<file path="config.mk">
export PLATFORM = sky130hd
export DESIGN_NAME = mcpu_ctrl
export DESIGN_NICKNAME = d
export VERILOG_FILES = /design/src/rtl/mcpu_pkg.sv /design/src/rtl/mcpu_alu_dec.sv /design/src/rtl/mcpu_ctrl.sv
export SDC_FILE = /design/constraint.sdc
export NUM_CORES = 1
export LEC_CHECK = 0
export CORE_MARGIN = 5
export CORE_UTILIZATION = 43
export CTS_BUF_LIST = sky130_fd_sc_hd__clkbuf_8
export DETAILED_ROUTE_END_ITERATION = 16
export PLACE_DENSITY_LB_ADDON = 0.08
export SYNTH_ARGS = -nofsm -noshare
export SYNTH_HDL_FRONTEND = slang
export SYNTH_HIERARCHICAL = 1
export SYNTH_SLANG_ARGS = --single-unit
</file>
<file path="constraint.sdc">
create_clock -name clk -period 2.45 [get_ports clk]
set_input_delay 0.49 -clock clk [delete_from_list [all_inputs] [get_ports clk]]
set_output_delay 0.49 -clock clk [all_outputs]
set_load 0.005 [all_outputs]
</file>
<file path="src/rtl/mcpu_pkg.sv">
// rtl/mcpu_pkg.sv - state, opcode/funct, ALU and select encodings for the multi-cycle MIPS controller
package mcpu_pkg;

   typedef enum logic [4:0] {
      S_IF   = 5'd0,
      S_ID   = 5'd1,
      S_MA   = 5'd2,
      S_MRD  = 5'd3,
      S_MWB  = 5'd4,
      S_MWR  = 5'd5,
      S_RX   = 5'd6,
      S_RWB  = 5'd7,
      S_IX   = 5'd8,
      S_IWB  = 5'd9,
      S_BEQ  = 5'd10,
      S_BNE  = 5'd11,
      S_J    = 5'd12,
      S_JAL  = 5'd13,
      S_JR   = 5'd14,
      S_INT  = 5'd15,
      S_ERET = 5'd16
   } state_t;

   typedef enum logic [2:0] {
      AC_NONE, AC_ADD, AC_SUB, AC_OR, AC_FUNCT, AC_IMM
   } alu_cls_t;

   localparam logic [5:0] OP_RTYPE = 6'b000000;
   localparam logic [5:0] OP_LW    = 6'b100011;
   localparam logic [5:0] OP_SW    = 6'b101011;
   localparam logic [5:0] OP_BEQ   = 6'b000100;
   localparam logic [5:0] OP_BNE   = 6'b000101;
   localparam logic [5:0] OP_J     = 6'b000010;
   localparam logic [5:0] OP_JAL   = 6'b000011;
   localparam logic [5:0] OP_ADDI  = 6'b001000;
   localparam logic [5:0] OP_ANDI  = 6'b001100;
   localparam logic [5:0] OP_ORI   = 6'b001101;
   localparam logic [5:0] OP_SLTI  = 6'b001010;
   localparam logic [5:0] OP_LUI   = 6'b001111;
`ifdef MCPU_INT_EN
   localparam logic [5:0] OP_COP0  = 6'b010000;
   localparam logic [5:0] FN_ERET  = 6'b011000;
`endif

   localparam logic [5:0] FN_ADD   = 6'b100000;
   localparam logic [5:0] FN_ADDU  = 6'b100001;
   localparam logic [5:0] FN_SUB   = 6'b100010;
   localparam logic [5:0] FN_SUBU  = 6'b100011;
   localparam logic [5:0] FN_AND   = 6'b100100;
   localparam logic [5:0] FN_OR    = 6'b100101;
   localparam logic [5:0] FN_XOR   = 6'b100110;
   localparam logic [5:0] FN_NOR   = 6'b100111;
   localparam logic [5:0] FN_SLT   = 6'b101010;
   localparam logic [5:0] FN_SRL   = 6'b000010;
   localparam logic [5:0] FN_JR    = 6'b001000;

   localparam logic [2:0] ALU_AND = 3'b000;
   localparam logic [2:0] ALU_OR  = 3'b001;
   localparam logic [2:0] ALU_ADD = 3'b010;
   localparam logic [2:0] ALU_XOR = 3'b011;
   localparam logic [2:0] ALU_NOR = 3'b100;
   localparam logic [2:0] ALU_SRL = 3'b101;
   localparam logic [2:0] ALU_SUB = 3'b110;
   localparam logic [2:0] ALU_SLT = 3'b111;

   localparam logic [1:0] M2R_ALU = 2'b00;
   localparam logic [1:0] M2R_MDR = 2'b01;
   localparam logic [1:0] M2R_PC  = 2'b10;
   localparam logic [1:0] M2R_LUI = 2'b11;

   localparam logic [1:0] RD_RT = 2'b00;
   localparam logic [1:0] RD_RD = 2'b01;
   localparam logic [1:0] RD_RA = 2'b10;

   localparam logic [1:0] PCS_ALU    = 2'b00;
   localparam logic [1:0] PCS_ALUOUT = 2'b01;
   localparam logic [1:0] PCS_JUMP   = 2'b10;
   localparam logic [1:0] PCS_EPC    = 2'b11;

   localparam logic [1:0] SRCB_RT   = 2'b00;
   localparam logic [1:0] SRCB_FOUR = 2'b01;
   localparam logic [1:0] SRCB_IMM  = 2'b10;
   localparam logic [1:0] SRCB_BR   = 2'b11;

   // Execute state chosen after decode; S_IF means the opcode runs as a NOP.
   function automatic state_t decode_op(input logic [5:0] op, input logic [5:0] fn);
      state_t s;
      case (op)
         OP_RTYPE:                                 s = (fn == FN_JR) ? S_JR : S_RX;
         OP_LW, OP_SW:                             s = S_MA;
         OP_BEQ:                                   s = S_BEQ;
         OP_BNE:                                   s = S_BNE;
         OP_J:                                     s = S_J;
         OP_JAL:                                   s = S_JAL;
         OP_ADDI, OP_ANDI, OP_ORI, OP_SLTI, OP_LUI: s = S_IX;
         default:                                  s = S_IF;
      endcase
      return s;
   endfunction

endpackage

</file>
<file path="src/rtl/mcpu_alu_dec.sv">
// rtl/mcpu_alu_dec.sv - maps the current state class plus opcode/funct to a 3-bit ALU operation
module mcpu_alu_dec
   import mcpu_pkg::*;
(
   input  alu_cls_t   cls,
   input  logic [5:0] op,
   input  logic [5:0] fn,
   output logic [2:0] code
);

   always_comb begin
      code = ALU_AND;
      case (cls)
         AC_ADD: code = ALU_ADD;
         AC_SUB: code = ALU_SUB;
         AC_OR:  code = ALU_OR;
         AC_FUNCT: begin
            case (fn)
               FN_ADD, FN_ADDU: code = ALU_ADD;
               FN_SUB, FN_SUBU: code = ALU_SUB;
               FN_AND:          code = ALU_AND;
               FN_OR:           code = ALU_OR;
               FN_XOR:          code = ALU_XOR;
               FN_NOR:          code = ALU_NOR;
               FN_SLT:          code = ALU_SLT;
               FN_SRL:          code = ALU_SRL;
               default:         code = ALU_ADD;
            endcase
         end
         AC_IMM: begin
            case (op)
               OP_ANDI: code = ALU_AND;
               OP_ORI:  code = ALU_OR;
               OP_SLTI: code = ALU_SLT;
               default: code = ALU_ADD;
            endcase
         end
         default: code = ALU_AND;
      endcase
   end

endmodule

</file>
<file path="src/rtl/mcpu_ctrl.sv">
// rtl/mcpu_ctrl.sv - multi-cycle MIPS control FSM with MIO_ready wait timer
// Optional interrupt/eret support is built when MCPU_INT_EN is defined.
module mcpu_ctrl
   import mcpu_pkg::*;
#(
   parameter int MEM_WAIT_MAX = 15,
   parameter int ALU_CTRL_W   = 3
) (
   input  logic                  clk,
   input  logic                  reset,
   input  logic [5:0]            OPcode,
   input  logic [5:0]            Fun,
   input  logic                  zero,
   input  logic                  MIO_ready,
   input  logic                  INT,
   output logic                  PCWrite,
   output logic                  PCWriteCond,
   output logic                  PCWriteCondN,
   output logic                  IorD,
   output logic                  IRWrite,
   output logic                  MemRead,
   output logic                  mem_w,
   output logic                  CPU_MIO,
   output logic [1:0]            MemtoReg,
   output logic [1:0]            RegDst,
   output logic                  RegWrite,
   output logic                  ALUSrc_A,
   output logic [1:0]            ALUSrc_B,
   output logic [ALU_CTRL_W-1:0] ALU_Control,
   output logic [1:0]            PCSource,
   output logic                  EPCWrite,
   output logic                  bus_err,
   output logic [4:0]            state_out
);

   state_t     state;
   state_t     id_dest;
   state_t     ret_state;
   alu_cls_t   alu_cls;
   logic [2:0] alu_code;
   logic [7:0] timer;
   logic       wait_st;
   logic       timeout;
   logic       unused_in;

`ifdef MCPU_INT_EN
   logic in_isr;
   // Every return to fetch is diverted to the interrupt state when one is pending.
   assign ret_state = (INT && !in_isr) ? S_INT : S_IF;
   assign unused_in = zero;
`else
   assign ret_state = S_IF;
   assign unused_in = zero ^ INT;
`endif

   assign wait_st   = (state == S_IF) || (state == S_MRD) || (state == S_MWR);
   assign timeout   = wait_st && !MIO_ready && (timer == 8'(MEM_WAIT_MAX));
   assign bus_err   = timeout;
   assign state_out = state;

   always_comb begin
      id_dest = decode_op(OPcode, Fun);
`ifdef MCPU_INT_EN
      if (OPcode == OP_COP0 && Fun == FN_ERET) id_dest = S_ERET;
`endif
   end

   always_ff @(posedge clk or negedge reset) begin
      if (!reset) begin
         state <= S_IF;
         timer <= 8'd0;
`ifdef MCPU_INT_EN
         in_isr <= 1'b0;
`endif
      end else begin
         timer <= (wait_st && !MIO_ready && !timeout) ? timer + 8'd1 : 8'd0;
         case (state)
            S_IF:  if (MIO_ready) state <= S_ID; else if (timeout) state <= ret_state;
            S_ID:  state <= (id_dest == S_IF) ? ret_state : id_dest;
            S_MA:  state <= (OPcode == OP_LW) ? S_MRD : S_MWR;
            S_MRD: if (MIO_ready) state <= S_MWB; else if (timeout) state <= ret_state;
            S_MWR: if (MIO_ready || timeout) state <= ret_state;
            S_RX:  state <= S_RWB;
            S_IX:  state <= S_IWB;
`ifdef MCPU_INT_EN
            S_INT: begin
               in_isr <= 1'b1;
               state  <= S_IF;
            end
            S_ERET: begin
               in_isr <= 1'b0;
               state  <= ret_state;
            end
`endif
            default: state <= ret_state;
         endcase
      end
   end

   always_comb begin
      PCWrite      = 1'b0;
      PCWriteCond  = 1'b0;
      PCWriteCondN = 1'b0;
      IorD         = 1'b0;
      IRWrite      = 1'b0;
      MemRead      = 1'b0;
      mem_w        = 1'b0;
      CPU_MIO      = 1'b0;
      MemtoReg     = M2R_ALU;
      RegDst       = RD_RT;
      RegWrite     = 1'b0;
      ALUSrc_A     = 1'b0;
      ALUSrc_B     = SRCB_RT;
      PCSource     = PCS_ALU;
      EPCWrite     = 1'b0;
      alu_cls      = AC_NONE;
      case (state)
         S_IF: begin
            MemRead  = 1'b1;
            CPU_MIO  = 1'b1;
            ALUSrc_B = SRCB_FOUR;
            alu_cls  = AC_ADD;
            // Writes are held off while reset is low even though the state already reads IF.
            IRWrite  = MIO_ready && reset;
            PCWrite  = MIO_ready && reset;
         end
         S_ID: begin
            ALUSrc_B = SRCB_BR;
            alu_cls  = AC_ADD;
         end
         S_MA: begin
            ALUSrc_A = 1'b1;
            ALUSrc_B = SRCB_IMM;
            alu_cls  = AC_ADD;
         end
         S_MRD: begin
            IorD    = 1'b1;
            MemRead = 1'b1;
            CPU_MIO = 1'b1;
         end
         S_MWB: begin
            MemtoReg = M2R_MDR;
            RegWrite = 1'b1;
         end
         S_MWR: begin
            IorD    = 1'b1;
            mem_w   = 1'b1;
            CPU_MIO = 1'b1;
         end
         S_RX: begin
            ALUSrc_A = 1'b1;
            alu_cls  = AC_FUNCT;
         end
         S_RWB: begin
            RegDst   = RD_RD;
            RegWrite = 1'b1;
         end
         S_IX: begin
            // Immediate ops still need rs on the A side.
            ALUSrc_A = 1'b1;
            ALUSrc_B = SRCB_IMM;
            alu_cls  = AC_IMM;
         end
         S_IWB: begin
            MemtoReg = (OPcode == OP_LUI) ? M2R_LUI : M2R_ALU;
            RegWrite = 1'b1;
         end
         S_BEQ, S_BNE: begin
            ALUSrc_A     = 1'b1;
            alu_cls      = AC_SUB;
            PCSource     = PCS_ALUOUT;
            PCWriteCond  = (state == S_BEQ);
            PCWriteCondN = (state == S_BNE);
         end
         S_J: begin
            PCSource = PCS_JUMP;
            PCWrite  = 1'b1;
         end
         S_JAL: begin
            PCSource = PCS_JUMP;
            PCWrite  = 1'b1;
            RegDst   = RD_RA;
            MemtoReg = M2R_PC;
            RegWrite = 1'b1;
         end
         S_JR: begin
            ALUSrc_A = 1'b1;
            alu_cls  = AC_OR;
            PCWrite  = 1'b1;
         end
`ifdef MCPU_INT_EN
         S_INT: begin
            EPCWrite = 1'b1;
            PCSource = PCS_EPC;
            PCWrite  = 1'b1;
         end
         S_ERET: begin
            PCSource = PCS_EPC;
            PCWrite  = 1'b1;
         end
`endif
         default: ;
      endcase
   end

   mcpu_alu_dec u_alu_dec (
      .cls  (alu_cls),
      .op   (OPcode),
      .fn   (Fun),
      .code (alu_code)
   );

   assign ALU_Control = ALU_CTRL_W'(alu_code);

endmodule

</file>
### Word-level counts from Yosys, hierarchy flattened

Cells that the tools add are included.

* multiplexer cells: 29
* $add $sub $neg: 1
* equality and inequality tests: 41
* reduce and logical (&&, ||, !) cells: 25

Operators by type and width (count)
* == test 6 bit, second input constant: 9
* == test 6 x 4 -> 1 bit, second input constant: 6
* == test 5 x 4 -> 1 bit, second input constant: 7
* one-hot mux 5 bit (7 select lines): 1
* one-hot mux 3 bit (5 select lines): 2
* one-hot mux 4 bit (7 select lines): 1
* two-way mux 5 bit: 5
* one-hot mux 3 bit (7 select lines): 1
* == test 5 x 3 -> 1 bit, second input constant: 4
* == test 6 x 2 -> 1 bit, second input constant: 3
* OR reduction 2 bit: 7
* == test 6 x 3 -> 1 bit, second input constant: 2
* one-hot mux 2 bit (3 select lines): 2
* == test 5 x 2 -> 1 bit, second input constant: 2
* logical NOT 5 bit: 2
* two-way mux 1 bit: 9
* one-hot mux 3 bit (3 select lines): 1
* OR reduction 3 bit: 3
* adder 8 x 1 -> 8 bit, second input constant: 1
* == test 8 x 4 -> 1 bit, second input constant: 1
* two-way mux 8 bit: 1
* one-hot mux 2 bit (2 select lines): 2
* == test 3 x 2 -> 1 bit, second input constant: 2
* == test 3 bit, second input constant: 2
* other kinds (14): 20

* flip-flop bits (word level): 13
* bits of input ports: 17
* word-level logic and storage cells: 98
* output and inout bits: 28

### Logic depth before layout (Yosys ltp)

* depth in word-level cells: 8
* mapped depth: 9
* gate-level depth less buffers: 8

### By module

The synthesis kept the hierarchy.

By module, submodules not included
* mcpu_ctrl: sequential area each 325.3 um2, area an instance 1147.4 um2, instances 1, cells each 150
* mcpu_alu_dec: sequential area each 0.0 um2, area an instance 252.7 um2, instances 1, cells each 35

### Least setup slack after synthesis

OpenSTA, ideal clock, no wires.

* path type: flip-flop to output port
* from: register state[3], in the netlist state_out[3]
* to: output port ALU_Control[0]
* data arrival time: 1.970 ns
* path buffers: 1
* data required time: 1.960 ns
* slack: -0.010 ns
* stages on the path, launching flop included: 9
* cells stage by stage: dfrtp_1 buf_1 maj3_1 o22a_1 nor2_1 and4bb_2 nand2b_1 o21ai_0 a31o_2

* longest elaborated chain between the ends: 5
* elaborated cells between the ends (all ways): 17
* classes of those cells: 12 x eq/ne; 2 x mux; 3 x reduce/logical

RTL lines
* from (decl): line mcpu_ctrl.sv:36 `state_t state;`
* from (signal assigned): line mcpu_ctrl.sv:79 `S_ID: state <= (id_dest == S_IF) ? ret_state : id_dest;`
* from (signal assigned): line mcpu_ctrl.sv:80 `S_MA: state <= (OPcode == OP_LW) ? S_MRD : S_MWR;`
* from (signal assigned): line mcpu_ctrl.sv:82 `S_MWR: if (MIO_ready || timeout) state <= ret_state;`
* == test 5 x 2 -> 1 bit (tied with other cells): line mcpu_ctrl.sv:117 `case (state)`
* OR reduction 3 bit (no line) or OR reduction 2 bit (tied branches)
* one-hot mux 3 bit (5 select lines) (*): line mcpu_ctrl.sv:117
* named net alu_cls[0]: line mcpu_ctrl.sv:39 `alu_cls_t alu_cls;`
* == test 3 bit (tied with other cells): line mcpu_alu_dec.sv:13 `case (cls)`
* one-hot mux 3 bit (5 select lines) (*): line mcpu_alu_dec.sv:13
* to (decl): line mcpu_ctrl.sv:29 `output logic [ALU_CTRL_W-1:0] ALU_Control,`

Mark *: on every way through the listed nets, which the timed path passes. The rest lies on a longest branch.

### Worst setup path after layout

* from: register state[0], in the netlist state_out[0]
* to: output port PCWrite

* longest elaborated chain between the ends: 3
* elaborated cells between the ends (all ways): 6
* classes of those cells: 3 x eq/ne; 1 x mux; 2 x reduce/logical

RTL lines
* == test 5 x 4 -> 1 bit: line mcpu_ctrl.sv:117
* OR reduction 3 bit (no line)
* one-hot mux 1 bit (2 select lines) (*): line mcpu_ctrl.sv:117
* to (decl): line mcpu_ctrl.sv:16 `output logic PCWrite,`

Mark *: on every way between the ends. The rest lies on a longest branch, timed or not.

==> metrics.md <==
| Metric | Value |
|---|---|
| Data required, critical path | 1.96 ns |
| Placed cells | 308 |
| Buffers added on ports | 41 |
| First-pass GRT wire length | 6.82 mm |
| Data arrival time of the worst path | 1.95 ns |
| Clk_lat worst skew | 0.24 ns |
| Final RePlAce weighted congestion | 0.871 |
| Max-slew violation count | 0 |
| Syn avg cell area | 7.57 um2 |
| Via count | 1667 |
| Initial core utilization | 45.5% |
| Share of async-settable or async-resettable flops after synthesis | 100% |
| Final worst clock skew | 0.000800 ns |
| CTS max path bufs | 2 |
| Initial DRC Count | 130 |
| Placeable core region | 3080 um2 |
| Setup Crit Path Kind | reg2out |
| Pwr/cell area | 268 nW/um2 |
| Smallest hold slack | 0.459 ns |
| Filler Cell Count | 258 |
| CTS hold repair buffers | 0 |
| Number of primary I/O pins | 45 |
| Gate count after technology mapping | 185 |
| Total Routed Length | 4.03 mm |
| Final hold violations | 0 |
| Number of max-capacitance violations reported | 0 |
| Largest net degree at the start of global routing | 21 |
| Ordered list of cells on the worst path | buf_4 > buf_6 > or4_4 > a21oi_2 > o21ba_1 > clkdlybuf4s15_2 |
| Part of the Yosys area used for sequential elements | 23.2% |
| Number of design rule violations left after detail routing | 0 |
| Share of the synthesized area in the top cell type | 23.2% |
| Antenna diode count | 0 |
| Type of the worst min-delay path | reg2reg |
| Die width | 67.1 um |
| Cell accounting for the most synthesized area | dfrtp_1 |
| Via count of the first global-routing pass | 1620 |
| Maximum ir drop on the vdd rail | 0.370 mV |
| Clock transition at path regs | 0.05 ns |
| Most numerous cell in the Yosys netlist | nor2_1 |
| Root Buffer Master | clkbuf_8 |
| Ratio of cells with drive above 1 in the final layout | 32.8% |
| Setup repair after global routing missed its margin | yes |
| Buffers and inverters on the worst path | 3 |
| Number of distinct standard cells referenced by the synthesized netlist | 61 |
| Post-route cell area | 2320 um2 |
| Final Worst Setup Slack | 0.0132 ns |
| Area growth from synthesis to layout | 65.8% |
| Yosys Warn Count | 6 |
| Static leakage | 1.03 nW |
| Worst Setup End Kind | primary output |
| Max FO, Critical Path | 20 |
| Standard-cell row count | 20 |
| Floorplan die area | 4500 um2 |
| Final non-filler cell total | 318 |
| Status | completed |
| Number of enable-type register cells in the synthesized netlist | 0 |
| Finish-stage setup viols | 0 |
| Sequential Area | 325 um2 |
| Combined area of the multi-input logic cells | 1080 um2 |
| Post-synthesis sequential element count | 13 |
| Die H | 67.1 um |
| Antenna-violating nets left | 0 |
| Largest incremental delay on the critical path | 0.54 ns |
| Critical Path Slowest Stage Cell | or4_4 |
| Top cells by area in the synthesized netlist | dfrtp_1 23%, nor2_1 7.5%, nand2b_1 4.5%, nor3_1 4.3%, nand2_1 3.8% |
| Syn Std Cell Area | 1400 um2 |
| TritonCTS clock tree | done |
| Layout Nets | 293 |
| Worst setup timing slack at the placement stage | -0.427 ns |
| Fraction of the cycle the final worst path needs | 99.5% |
| Average wire per standard cell | 12.7 um |
| CTS H-Tree Depth | 1 |
| Detailed-placement wirelength estimate | 3.20 mm |
| GRT Total Usage | 19.1% |
| Total congestion overflow | 0 |
| CTS buffer count | 3 |
| Clock period minus worst slack | 2.44 ns |
| Reg2Reg Setup Slack | 0.65 ns |
| CTS Sinks | 13 |
| Synth Flop Type | dfrtp_1 |
| Maximum clock frequency | 410 MHz |
| Leading cell types by count after synthesis | 28 x nor2_1, 14 x nand2_1, 13 x dfrtp_1 |
| Top Family by Delay on Critical Path | simple AND/OR/NAND/NOR gates |
| Number of detailed-route iterations in the first pass | 4 |
| Number of antenna violations at the first check in global routing | 0 |
| Critical path startpoint category | flip-flop |
| Area after DPL | 2170 um2 |
| Routed vias/inst | 5.24 |
## timing repair
action | CTS | global route
setup buffers | 5 | 1
pin swaps | 14 | 7
gates resized for setup | 42 | 14
cloned | 0 | 0
endpoints found under the setup margin | 13 | 12
## cells by family after synthesis
logic type	after synthesis	synth area share (%)
muxes	1	1.07
other	1	0.268
DFF	13	23.2
adders and majority gates	2	1.61
xor gates and xnor gates	10	6.26
and+or+nand+nor	106	42.5
buffers and inverters	14	5.00
AOI/OAI and AO/OA	38	20.1
## metal layers
metal	global-route usage [%]	part of all wire (%)
met5	0	0
met4	3.54	0.94
met3	3.71	5.3
met2	34.6	49
met1	23.1	45
## cell usage in the layout (no fill, tap or decap), drive strengths merged, types with 6 or more instances in the layout
master / Yosys / routed
buf: 8 / 55
nor3: 13 / 13
inv: 5 / 6
dfrtp: 13 / 13
clkbuf: 1 / 6
or2: 6 / 6
clkdlybuf4s50: 0 / 27
nand2b: 10 / 10
a21oi: 8 / 8
nor2: 28 / 28
nand2: 14 / 14
o21ai: 7 / 7
## power by group
group / switching (mW) / internal (mW)
logic: 0.0971 / 0.114
registers: 0.00571 / 0.219
clock network: 0.0742 / 0.111
## layout make-up
class                      count  share of cell area [%]
multi-input combinational    159                    46.7
inverter                       5                   0.809
clock inverter                 1                   0.162
sequential                    13                    14.0
timing repair buffer          93                    34.2
clock buffer                   3                    1.78
tap                           44                    2.37
## worst paths after layout
path,from,end,depth (start not counted)
setup / recovery,state_out[0]$_DFFE_PN0P_,PCWrite,6
hold / removal,timer[0]$_DFF_PN0_,timer[0]$_DFF_PN0_,1
setup reg to reg,state_out[2]$_DFFE_PN0P_,state_out[0]$_DFFE_PN0P_,7
hold reg to reg,timer[0]$_DFF_PN0_,timer[0]$_DFF_PN0_,1
max in group asynchronous,reset,timer[5]$_DFF_PN0_,2
min in group asynchronous,reset,state_out[4]$_DFFE_PN0P_,2
## per-stage QoR
| stage | util (%) | TNS [ns] | power [mW] |
|---|---|---|---|
| 2_1_floorplan | - | 0 | 0.310 |
| 3_3_place_gp | 70.4 | -2.01 | 0.421 |
| 3_5_place_dp | 70.4 | -2.31 | 0.426 |
| 4_1_cts | 74.8 | -0.124 | 0.623 |
| 5_1_grt | 75.4 | -0.431 | 0.662 |
| 6_report | 75.4 | 0 | 0.621 |
## flip-flops by register name, indices dropped and copies added (netlist names)
signal     cells
timer          8
state_out      5
No activity file was read; power rests on OpenSTA's default activity.
